<file path="src/rtl/sys_bridge_pkg.sv">
// sys_bridge_pkg: shared encodings for the data-memory bridge.
//   - req_type encodings (W/H/HU/B/BU/none)
//   - exception codes (AdEL, AdES, DBE)
//   - FSM state type
//   - helpers: legal access type check, load byte-select and extension
package sys_bridge_pkg;

    localparam logic [3:0] TYPE_W    = 4'b0000;
    localparam logic [3:0] TYPE_H    = 4'b0010;
    localparam logic [3:0] TYPE_HU   = 4'b0011;
    localparam logic [3:0] TYPE_B    = 4'b0100;
    localparam logic [3:0] TYPE_BU   = 4'b0101;
    localparam logic [3:0] TYPE_NONE = 4'b1111;

    localparam logic [4:0] EXC_NONE = 5'd0;
    localparam logic [4:0] EXC_ADEL = 5'd4;
    localparam logic [4:0] EXC_ADES = 5'd5;
    localparam logic [4:0] EXC_DBE  = 5'd7;

    typedef enum logic [1:0] {
        ST_IDLE = 2'd0,
        ST_BUSY = 2'd1,
        ST_DONE = 2'd2
    } state_t;

    // Only the five defined access types start a transfer; every other
    // encoding (including 1111) is treated as "no access this cycle".
    function automatic logic is_access_type(input logic [3:0] t);
        return (t == TYPE_W) || (t == TYPE_H) || (t == TYPE_HU) ||
               (t == TYPE_B) || (t == TYPE_BU);
    endfunction

    // Selects the addressed byte/half from a bus word and extends it.
    function automatic logic [31:0] load_ext(input logic [31:0] word,
                                             input logic [3:0]  t,
                                             input logic [1:0]  off);
        logic [31:0] shifted;
        logic [15:0] half;
        logic [7:0]  byte_v;
        shifted = word >> {off, 3'b000};
        half    = shifted[15:0];
        byte_v  = shifted[7:0];
        case (t)
            TYPE_H:  return {{16{half[15]}}, half};
            TYPE_HU: return {16'h0, half};
            TYPE_B:  return {{24{byte_v[7]}}, byte_v};
            TYPE_BU: return {24'h0, byte_v};
            default: return word;
        endcase
    endfunction

endpackage

</file>
<file path="src/rtl/sys_bridge_decode.sv">
// sys_bridge_decode: combinational address decode for the bridge.
//   i_addr/i_type/i_we/i_wd : MEM-stage request fields
//   o_sel  : one-hot target, lowest channel index wins on overlap
//   o_exc  : range, alignment, word-only or write-protect violation
//   o_be   : byte enables for the access
//   o_wd   : store data shifted onto its byte lanes
module sys_bridge_decode
    import sys_bridge_pkg::*;
#(
    parameter int                          NUM_DEV       = 7,
    parameter int                          ADDR_W        = 16,
    parameter logic [NUM_DEV*ADDR_W-1:0]   DEV_BASE      = '0,
    parameter logic [NUM_DEV*ADDR_W-1:0]   DEV_LIMIT     = '0,
    parameter logic [NUM_DEV-1:0]          DEV_WORD_ONLY = 7'b1111110,
    parameter int                          NUM_WP        = 2,
    parameter logic [NUM_WP*ADDR_W-1:0]    WP_ADDR       = '0
) (
    input  logic [31:0]        i_addr,
    input  logic [3:0]         i_type,
    input  logic               i_we,
    input  logic [31:0]        i_wd,
    output logic [NUM_DEV-1:0] o_sel,
    output logic               o_exc,
    output logic [3:0]         o_be,
    output logic [31:0]        o_wd
);

    logic [ADDR_W-1:0] w_addr_w;
    logic              w_high;
    logic              w_found;
    logic              w_wp;
    logic              w_misalign;
    logic              w_word_only;

    assign w_addr_w = {i_addr[ADDR_W-1:2], 2'b00};
    assign w_high   = |i_addr[31:ADDR_W];

    always_comb begin
        o_sel   = '0;
        w_found = 1'b0;
        for (int i = 0; i < NUM_DEV; i++) begin
            if (!w_found &&
                (w_addr_w >= DEV_BASE[i*ADDR_W +: ADDR_W]) &&
                (w_addr_w <= DEV_LIMIT[i*ADDR_W +: ADDR_W])) begin
                o_sel[i] = 1'b1;
                w_found  = 1'b1;
            end
        end
    end

    always_comb begin
        w_wp = 1'b0;
        for (int j = 0; j < NUM_WP; j++) begin
            if (i_we && (w_addr_w == WP_ADDR[j*ADDR_W +: ADDR_W])) begin
                w_wp = 1'b1;
            end
        end
    end

    assign w_misalign  = ((i_type == TYPE_W) && (i_addr[1:0] != 2'b00)) ||
                         (((i_type == TYPE_H) || (i_type == TYPE_HU)) && i_addr[0]);
    assign w_word_only = (|(o_sel & DEV_WORD_ONLY)) && (i_type != TYPE_W);
    assign o_exc       = w_high || !w_found || w_misalign || w_word_only || w_wp;

    always_comb begin
        o_be = 4'b0000;
        o_wd = 32'h0;
        case (i_type)
            TYPE_W: begin
                o_be = 4'b1111;
                o_wd = i_wd;
            end
            TYPE_H, TYPE_HU: begin
                o_be = i_addr[1] ? 4'b1100 : 4'b0011;
                o_wd = {16'h0, i_wd[15:0]} << {i_addr[1], 4'b0000};
            end
            TYPE_B, TYPE_BU: begin
                o_be = 4'b0001 << i_addr[1:0];
                o_wd = {24'h0, i_wd[7:0]} << {i_addr[1:0], 3'b000};
            end
            default: begin
                o_be = 4'b0000;
                o_wd = 32'h0;
            end
        endcase
    end

endmodule

</file>
<file path="src/rtl/sys_bridge.sv">
// sys_bridge: MEM-stage to memory/peripheral bridge with req/ack handshake.
//   clk, reset_n          : clock, asynchronous active-low reset
//   req_*                 : MEM-stage access request, flush aborts/suppresses
//   stall                 : hold pipeline while an access is outstanding
//   rd_data, rd_valid     : extended load data and one-cycle completion
//   exc_occur, exc_code   : exception pulse and code (AdEL/AdES/DBE)
//   Pr*                   : registered bus side, PrRD/PrAck per channel
//   dbg_state             : current FSM state for observation
//
// Handshake: an access is offered on req_valid; the bridge accepts it in
// IDLE in the same cycle (stall=1) and completes it with a single rd_valid
// pulse, or ends it with exc_occur. On the bus, PrReq stays high with all
// Pr* fields stable until PrAck of the selected channel is seen.
module sys_bridge
    import sys_bridge_pkg::*;
#(
    parameter int                          NUM_DEV       = 7,
    parameter int                          ADDR_W        = 16,
    parameter logic [NUM_DEV*ADDR_W-1:0]   DEV_BASE      = '0,
    parameter logic [NUM_DEV*ADDR_W-1:0]   DEV_LIMIT     = '0,
    parameter logic [NUM_DEV-1:0]          DEV_WORD_ONLY = 7'b1111110,
    parameter int                          NUM_WP        = 2,
    parameter logic [NUM_WP*ADDR_W-1:0]    WP_ADDR       = '0,
    parameter int                          TIMEOUT       = 15
) (
    input  logic                  clk,
    input  logic                  reset_n,
    input  logic                  req_valid,
    input  logic                  req_we,
    input  logic [3:0]            req_type,
    input  logic [31:0]           req_addr,
    input  logic [31:0]           req_wd,
    input  logic                  flush,
    output logic                  stall,
    output logic [31:0]           rd_data,
    output logic                  rd_valid,
    output logic                  exc_occur,
    output logic [4:0]            exc_code,
    output logic [ADDR_W-1:0]     PrAddr,
    output logic [31:0]           PrWD,
    output logic [3:0]            PrBE,
    output logic                  PrWE,
    output logic                  PrReq,
    output logic [NUM_DEV-1:0]    PrSel,
    input  logic [NUM_DEV*32-1:0] PrRD,
    input  logic [NUM_DEV-1:0]    PrAck,
    output logic [1:0]            dbg_state
);

    localparam int             CW      = $clog2(TIMEOUT + 1);
    localparam logic [CW-1:0]  TO_LAST = CW'(TIMEOUT - 1);

    state_t             r_state;
    state_t             w_state_nxt;
    logic [ADDR_W-1:0]  r_addr;
    logic [31:0]        r_wd;
    logic [3:0]         r_be;
    logic               r_we;
    logic [NUM_DEV-1:0] r_sel;
    logic [3:0]         r_type;
    logic [1:0]         r_off;
    logic [CW-1:0]      r_cnt;
    logic [31:0]        r_rd_data;

    logic [NUM_DEV-1:0] w_dec_sel;
    logic               w_dec_exc;
    logic [3:0]         w_dec_be;
    logic [31:0]        w_dec_wd;
    logic               w_req;
    logic               w_accept;
    logic               w_ack;
    logic               w_abort;
    logic               w_timeout;
    logic [31:0]        w_rd_word;

    sys_bridge_decode #(
        .NUM_DEV       (NUM_DEV),
        .ADDR_W        (ADDR_W),
        .DEV_BASE      (DEV_BASE),
        .DEV_LIMIT     (DEV_LIMIT),
        .DEV_WORD_ONLY (DEV_WORD_ONLY),
        .NUM_WP        (NUM_WP),
        .WP_ADDR       (WP_ADDR)
    ) u_decode (
        .i_addr (req_addr),
        .i_type (req_type),
        .i_we   (req_we),
        .i_wd   (req_wd),
        .o_sel  (w_dec_sel),
        .o_exc  (w_dec_exc),
        .o_be   (w_dec_be),
        .o_wd   (w_dec_wd)
    );

    assign w_req     = req_valid && is_access_type(req_type) && !flush;
    assign w_accept  = (r_state == ST_IDLE) && w_req && !w_dec_exc;
    // Acks from channels other than the selected one are masked off here.
    assign w_ack     = |(PrAck & r_sel);
    // A write has already been committed to the device, so flush only aborts reads.
    assign w_abort   = flush && !r_we;
    assign w_timeout = !w_ack && (r_cnt == TO_LAST);

    always_comb begin
        w_rd_word = 32'h0;
        for (int i = 0; i < NUM_DEV; i++) begin
            if (r_sel[i]) begin
                w_rd_word = w_rd_word | PrRD[i*32 +: 32];
            end
        end
    end

    always_ff @(posedge clk or negedge reset_n) begin
        if (!reset_n) begin
            r_state <= ST_IDLE;
        end else begin
            r_state <= w_state_nxt;
        end
    end

    always_comb begin
        w_state_nxt = r_state;
        stall       = 1'b0;
        rd_valid    = 1'b0;
        exc_occur   = 1'b0;
        exc_code    = EXC_NONE;
        PrReq       = 1'b0;
        PrSel       = '0;
        PrAddr      = '0;
        PrWD        = 32'h0;
        PrBE        = 4'b0000;
        PrWE        = 1'b0;
        case (r_state)
            ST_IDLE: begin
                if (w_req) begin
                    if (w_dec_exc) begin
                        exc_occur = 1'b1;
                        exc_code  = req_we ? EXC_ADES : EXC_ADEL;
                    end else begin
                        stall       = 1'b1;
                        w_state_nxt = ST_BUSY;
                    end
                end
            end
            ST_BUSY: begin
                stall  = 1'b1;
                PrReq  = 1'b1;
                PrSel  = r_sel;
                PrAddr = r_addr;
                PrWD   = r_wd;
                PrBE   = r_be;
                PrWE   = r_we;
                if (w_abort) begin
                    w_state_nxt = ST_IDLE;
                end else if (w_ack) begin
                    w_state_nxt = ST_DONE;
                end else if (w_timeout) begin
                    exc_occur   = 1'b1;
                    exc_code    = EXC_DBE;
                    w_state_nxt = ST_IDLE;
                end
            end
            ST_DONE: begin
                rd_valid    = 1'b1;
                w_state_nxt = ST_IDLE;
            end
            default: begin
                w_state_nxt = ST_IDLE;
            end
        endcase
    end

    always_ff @(posedge clk or negedge reset_n) begin
        if (!reset_n) begin
            r_addr    <= '0;
            r_wd      <= 32'h0;
            r_be      <= 4'b0000;
            r_we      <= 1'b0;
            r_sel     <= '0;
            r_type    <= TYPE_NONE;
            r_off     <= 2'b00;
            r_cnt     <= '0;
            r_rd_data <= 32'h0;
        end else if (w_accept) begin
            r_addr <= {req_addr[ADDR_W-1:2], 2'b00};
            r_wd   <= w_dec_wd;
            r_be   <= w_dec_be;
            r_we   <= req_we;
            r_sel  <= w_dec_sel;
            r_type <= req_type;
            r_off  <= req_addr[1:0];
            r_cnt  <= '0;
        end else if (r_state == ST_BUSY) begin
            r_cnt <= r_cnt + 1'b1;
            if (w_ack && !w_abort && !r_we) begin
                r_rd_data <= load_ext(w_rd_word, r_type, r_off);
            end
        end
    end

    assign rd_data   = r_rd_data;
    assign dbg_state = r_state;

endmodule

</file>
<file path="config.mk">
export PLATFORM = sky130hd
export DESIGN_NAME = sys_bridge
export DESIGN_NICKNAME = d
export VERILOG_FILES = /design/src/rtl/sys_bridge_pkg.sv /design/src/rtl/sys_bridge_decode.sv /design/src/rtl/sys_bridge.sv
export SDC_FILE = /design/constraint.sdc
export NUM_CORES = 1
export LEC_CHECK = 0
export BUFFER_PORTS_ARGS = -buffer_cell sky130_fd_sc_hd__buf_2
export CORE_AREA = 2 2 159 161
export DETAILED_ROUTE_END_ITERATION = 12
export DIE_AREA = 0 0 161 163
export GPL_ROUTABILITY_DRIVEN = 0
export SLEW_MARGIN = 20
export SYNTH_ARGS = -nofsm -noshare
export SYNTH_HDL_FRONTEND = slang
export SYNTH_HIERARCHICAL = 1
export SYNTH_SLANG_ARGS = --single-unit
</file>
<file path="constraint.sdc">
create_clock -name clk -period 3.7 [get_ports clk]
set_clock_uncertainty 0.2 [all_clocks]
set_input_delay 0.925 -clock clk [delete_from_list [all_inputs] [get_ports clk]]
set_output_delay 0.925 -clock clk [all_outputs]
set_load 0.05 [all_outputs]
</file>
==> key figures <==
STA
  – Final critical delay including setup and external delays: 3590 ps
  – Number of hold violations in the final report: 0
  – Tightest hold margin: 288 ps
  – Fin. max-slew vios: 0
  – Unrepaired setup endpoints after global routing: false
  – Worst slew margin relative to its limit: 41.3%
  – Final setup viols: 0
  – Max Clock Freq: 279 MHz
  – Measured slew at the worst slew-check pin: 868 ps
  – Final worst-path setup slack: 115 ps
  – Share of the clock period used by the worst path after layout: 96.9%

GRT
  – Wire length of the first global-routing pass: 43.0 mm
  – Total routing usage reported by global routing: 21.4%
  – Initial antenna violation count: 2
  – Pin count of the biggest net entering global routing: 64
  – Number of global-route vias before repair: 7,201
  – Remaining Overflow, GRT: 0

Run
  – Maximum capacitance violations: 0

CTS
  – CTS buffer count: 9
  – CTS-repair resized insts: 6
  – CTS Root Buffer Type: sky130_fd_sc_hd__clkbuf_16
  – Number of H-tree levels: 3
  – Hold-fix buffers, CTS: 0
  – TritonCTS clock tree: built
  – Maximum buffer depth of the clock tree: 2
  – Clock transition at the register clock pins on the worst setup and hold paths after CTS: 80 ps
  – Count of clock tree sinks: 102
  – Clk_lat worst skew: 350 ps
  – Post-CTS setup repair buffer count: 0

Synth
  – Count of flip-flops with a built-in enable after synthesis: 0
  – Predominant post-synthesis flop cell: sky130_fd_sc_hd__dfrtp_1
  – Synthesized area per cell: 9.58 sq um
  – Proportion of netlist area held by the largest area contributor: 36.3%
  – #FFs+latches synth: 102
  – Number of instances in the synthesized netlist: 706
  – Cells taking the most area after synthesis: sky130_fd_sc_hd__dfrtp_1 (36%), sky130_fd_sc_hd__mux2_2 (10%), sky130_fd_sc_hd__a22oi_1 (8.2%), sky130_fd_sc_hd__and2_1 (6.1%), sky130_fd_sc_hd__a222oi_1 (4.9%)
  – Most frequent cell after synthesis: sky130_fd_sc_hd__dfrtp_1
  – Yosys warning total: 6
  – Share of synthesized registers carrying an async set or reset: 100%
  – Sequential share of the synthesized area: 37.8%
  – Mapped Area: 0.00676 sq mm
  – Cell type contributing the most total cell area after synthesis: sky130_fd_sc_hd__dfrtp_1
  – Number of library cell types mapped by synthesis: 56
  – Top cells by count, synth: sky130_fd_sc_hd__dfrtp_1 (98), sky130_fd_sc_hd__a22oi_1 (74), sky130_fd_sc_hd__and2_1 (66)

Floorplanning
  – Chip width: 161 um
  – Number of cell rows: 58
  – DIE HEIGHT: 163 um
  – Initial core utilization: 27.4%
  – Full die area: 0.0262 sq mm
  – Core outline area: 0.0247 sq mm
  – Count of pins on the block boundary: 407

Critical path
  – Buffers plus inverters on the worst setup path: 2
  – Critical path start-end classification: input port to primary output
  – Arrival time at the worst endpoint: 2460 ps
  – Critical-path cell list: buf_2 -> or4_4 -> a2111oi_4 -> nand4_1 -> a31o_2 -> buf_6
  – FF-to-FF End: rd_data[16]$_DFFE_PN0P_
  – Kind of end point of the critical path: primary output
  – Launch point of the worst reg-to-reg path: r_sel[2]$_DFFE_PN0P_
  – Reg2reg path depth: 6
  – Worst-path fanout max: 4
  – Crit path launch type: input port
  – Worst path max stage delay: 530 ps
  – Top Family by Delay on Critical Path: simple AND/OR/NAND/NOR gates
  – Worst-case register-to-register setup slack: 790 ps
  – Required time worst endpoint: 2570 ps
  – Slowest cell on crit path: sky130_fd_sc_hd__or4_4

Routing
  – Detailed Route WL: 29.3 mm
  – DRC violation count after routing: 0
  – Remaining number of nets flagged by the antenna check after routing: 0
  – Routed vias/inst: 5.27
  – Number of vias after detailed routing: 7,402
  – Pre-antenna DRT Iters: 7
  – Initial detailed-routing violation count: 659
  – Drt wl/cell: 20.9 um

Min path
  – Worst Hold Path Cells: 2
  – Class of the tightest hold or removal check: flip-flop to flip-flop
  – Hold Crit Endpoint: rd_data[5]$_DFFE_PN0P_
  – Beginning of the worst hold path: rd_data[5]$_DFFE_PN0P_

Power
  – Leakage power: 4.75 nW
  – Worst vdd rail ir drop: 0.199 mV
  – Power Dens Cells: 250 mW/mm^2

Layout
  – Number of nets in the layout: 1,374
  – Signed area change from the synthesized netlist to the final layout: 37.9%
  – Fraction of final layout cells sized beyond drive strength 1: 49.9%

Placed design
  – Worst setup slack before clock tree synthesis: -76.4 ps
  – Port Buffers: 402
  – DPL Wire Length: 22.0 mm

Outcome
  – Status: finished clean
[registers in the layout, summed over array words and instances, names as in the netlist]
name,flops
r_cnt,4
r_wd,32
r_sel,7
dbg_state,2
r_be,4
rd_data,32
r_addr,14
r_we,1
r_type,4
r_off,2
[placed cells by master (no fill, tap or decap), drive strengths merged, types with 7 or more instances in the layout]
cell type and count:
dfrtp 98, and3 24, and2 66, mux2i 7
nand2 31, nand3 31, conb 10, a22oi 75
inv 9, a22o 16, nor2 31, o21ai 26
a21oi 10, mux2 63, a211oi 8, a31oi 17
nor4 7, o22ai 8, o32ai 7, or2 17
a222oi 33, buf 421, clkbuf 9
[per-stage QoR]
stage               utilization [%]  area [sq um]  instances  TNS (ps)  total power [mW]
floorplan                         -          6810        714         0              1.20
global placement               36.5          9000       1387     -77.0              1.40
detailed placement             36.5          9000       1387      -216              1.40
CTS                            37.8          9320       1403         0              2.37
global route                   37.8          9320       1403         0              2.44
finish                         37.8          9330       1404         0              2.33
[layer usage]
layer	up-vias	share of wire [%]	routed length (um)	global-route usage, %
met2	375	45	13000	33.1
met1	3583	43	12700	28.6
met4	0	2.0	590	6.09
met5	-	0	0	0
met3	39	10	2920	6.82
li1	3405	-	-	-
[power breakdown]
part	switching (mW)	total [mW]	internal (mW)
Combinational	0.131	0.268	0.137
Clock	0.478	0.951	0.473
Sequential	0.00000000193	1.11	1.11
Total	0.609	2.33	1.72
[final cells by class]
| class | instances | area (sq um) |
|---|---|---|
| antenna | 1 | 2.50 |
| clock buffer | 9 | 225 |
| clock inverter | 7 | 66.3 |
| fill | 2576 | 15300 |
| inverter | 6 | 22.5 |
| multi-input combinational | 528 | 3840 |
| sequential | 102 | 2560 |
| tap | 330 | 413 |
| timing repair buffer | 421 | 2200 |
[worst max-delay path by stage]
stage,startpoint,endpoint,cells past startpoint
floorplan,req_addr[18],exc_code[2],5
global placement,req_addr[18],stall,6
detailed placement,req_addr[18],stall,6
CTS,req_addr[18],exc_code[0],6
global route,req_addr[18],stall,6
finish,req_addr[18],exc_code[0],6
[kinds of logic (layout without fill, tap and decap cells)]
kind of cell / after synthesis / in the layout / share of synthesized area [%]
buffers and inverters: 84 / 443 / 6.33
other: 2 / 11 / 0.111
AND/OR/NAND/NOR: 231 / 231 / 19.3
adder cells (fa/ha/maj): 2 / 2 / 0.370
flip-flops: 102 / 102 / 37.8
AO/OA/AOI/OAI: 211 / 211 / 23.8
XOR/XNOR: 3 / 3 / 0.389
multiplexers: 71 / 71 / 11.9
[worst reg2reg max path, stage by stage, from the launching register on]
cell and delay [ps]:
sky130_fd_sc_hd__dfrtp_1 400, sky130_fd_sc_hd__buf_4 270, sky130_fd_sc_hd__a222oi_1 470, sky130_fd_sc_hd__nand3_1 180, sky130_fd_sc_hd__mux4_2 580, sky130_fd_sc_hd__a22oi_4 510, sky130_fd_sc_hd__a31oi_1 170
Note: power is estimated with default switching activity, not from simulation.
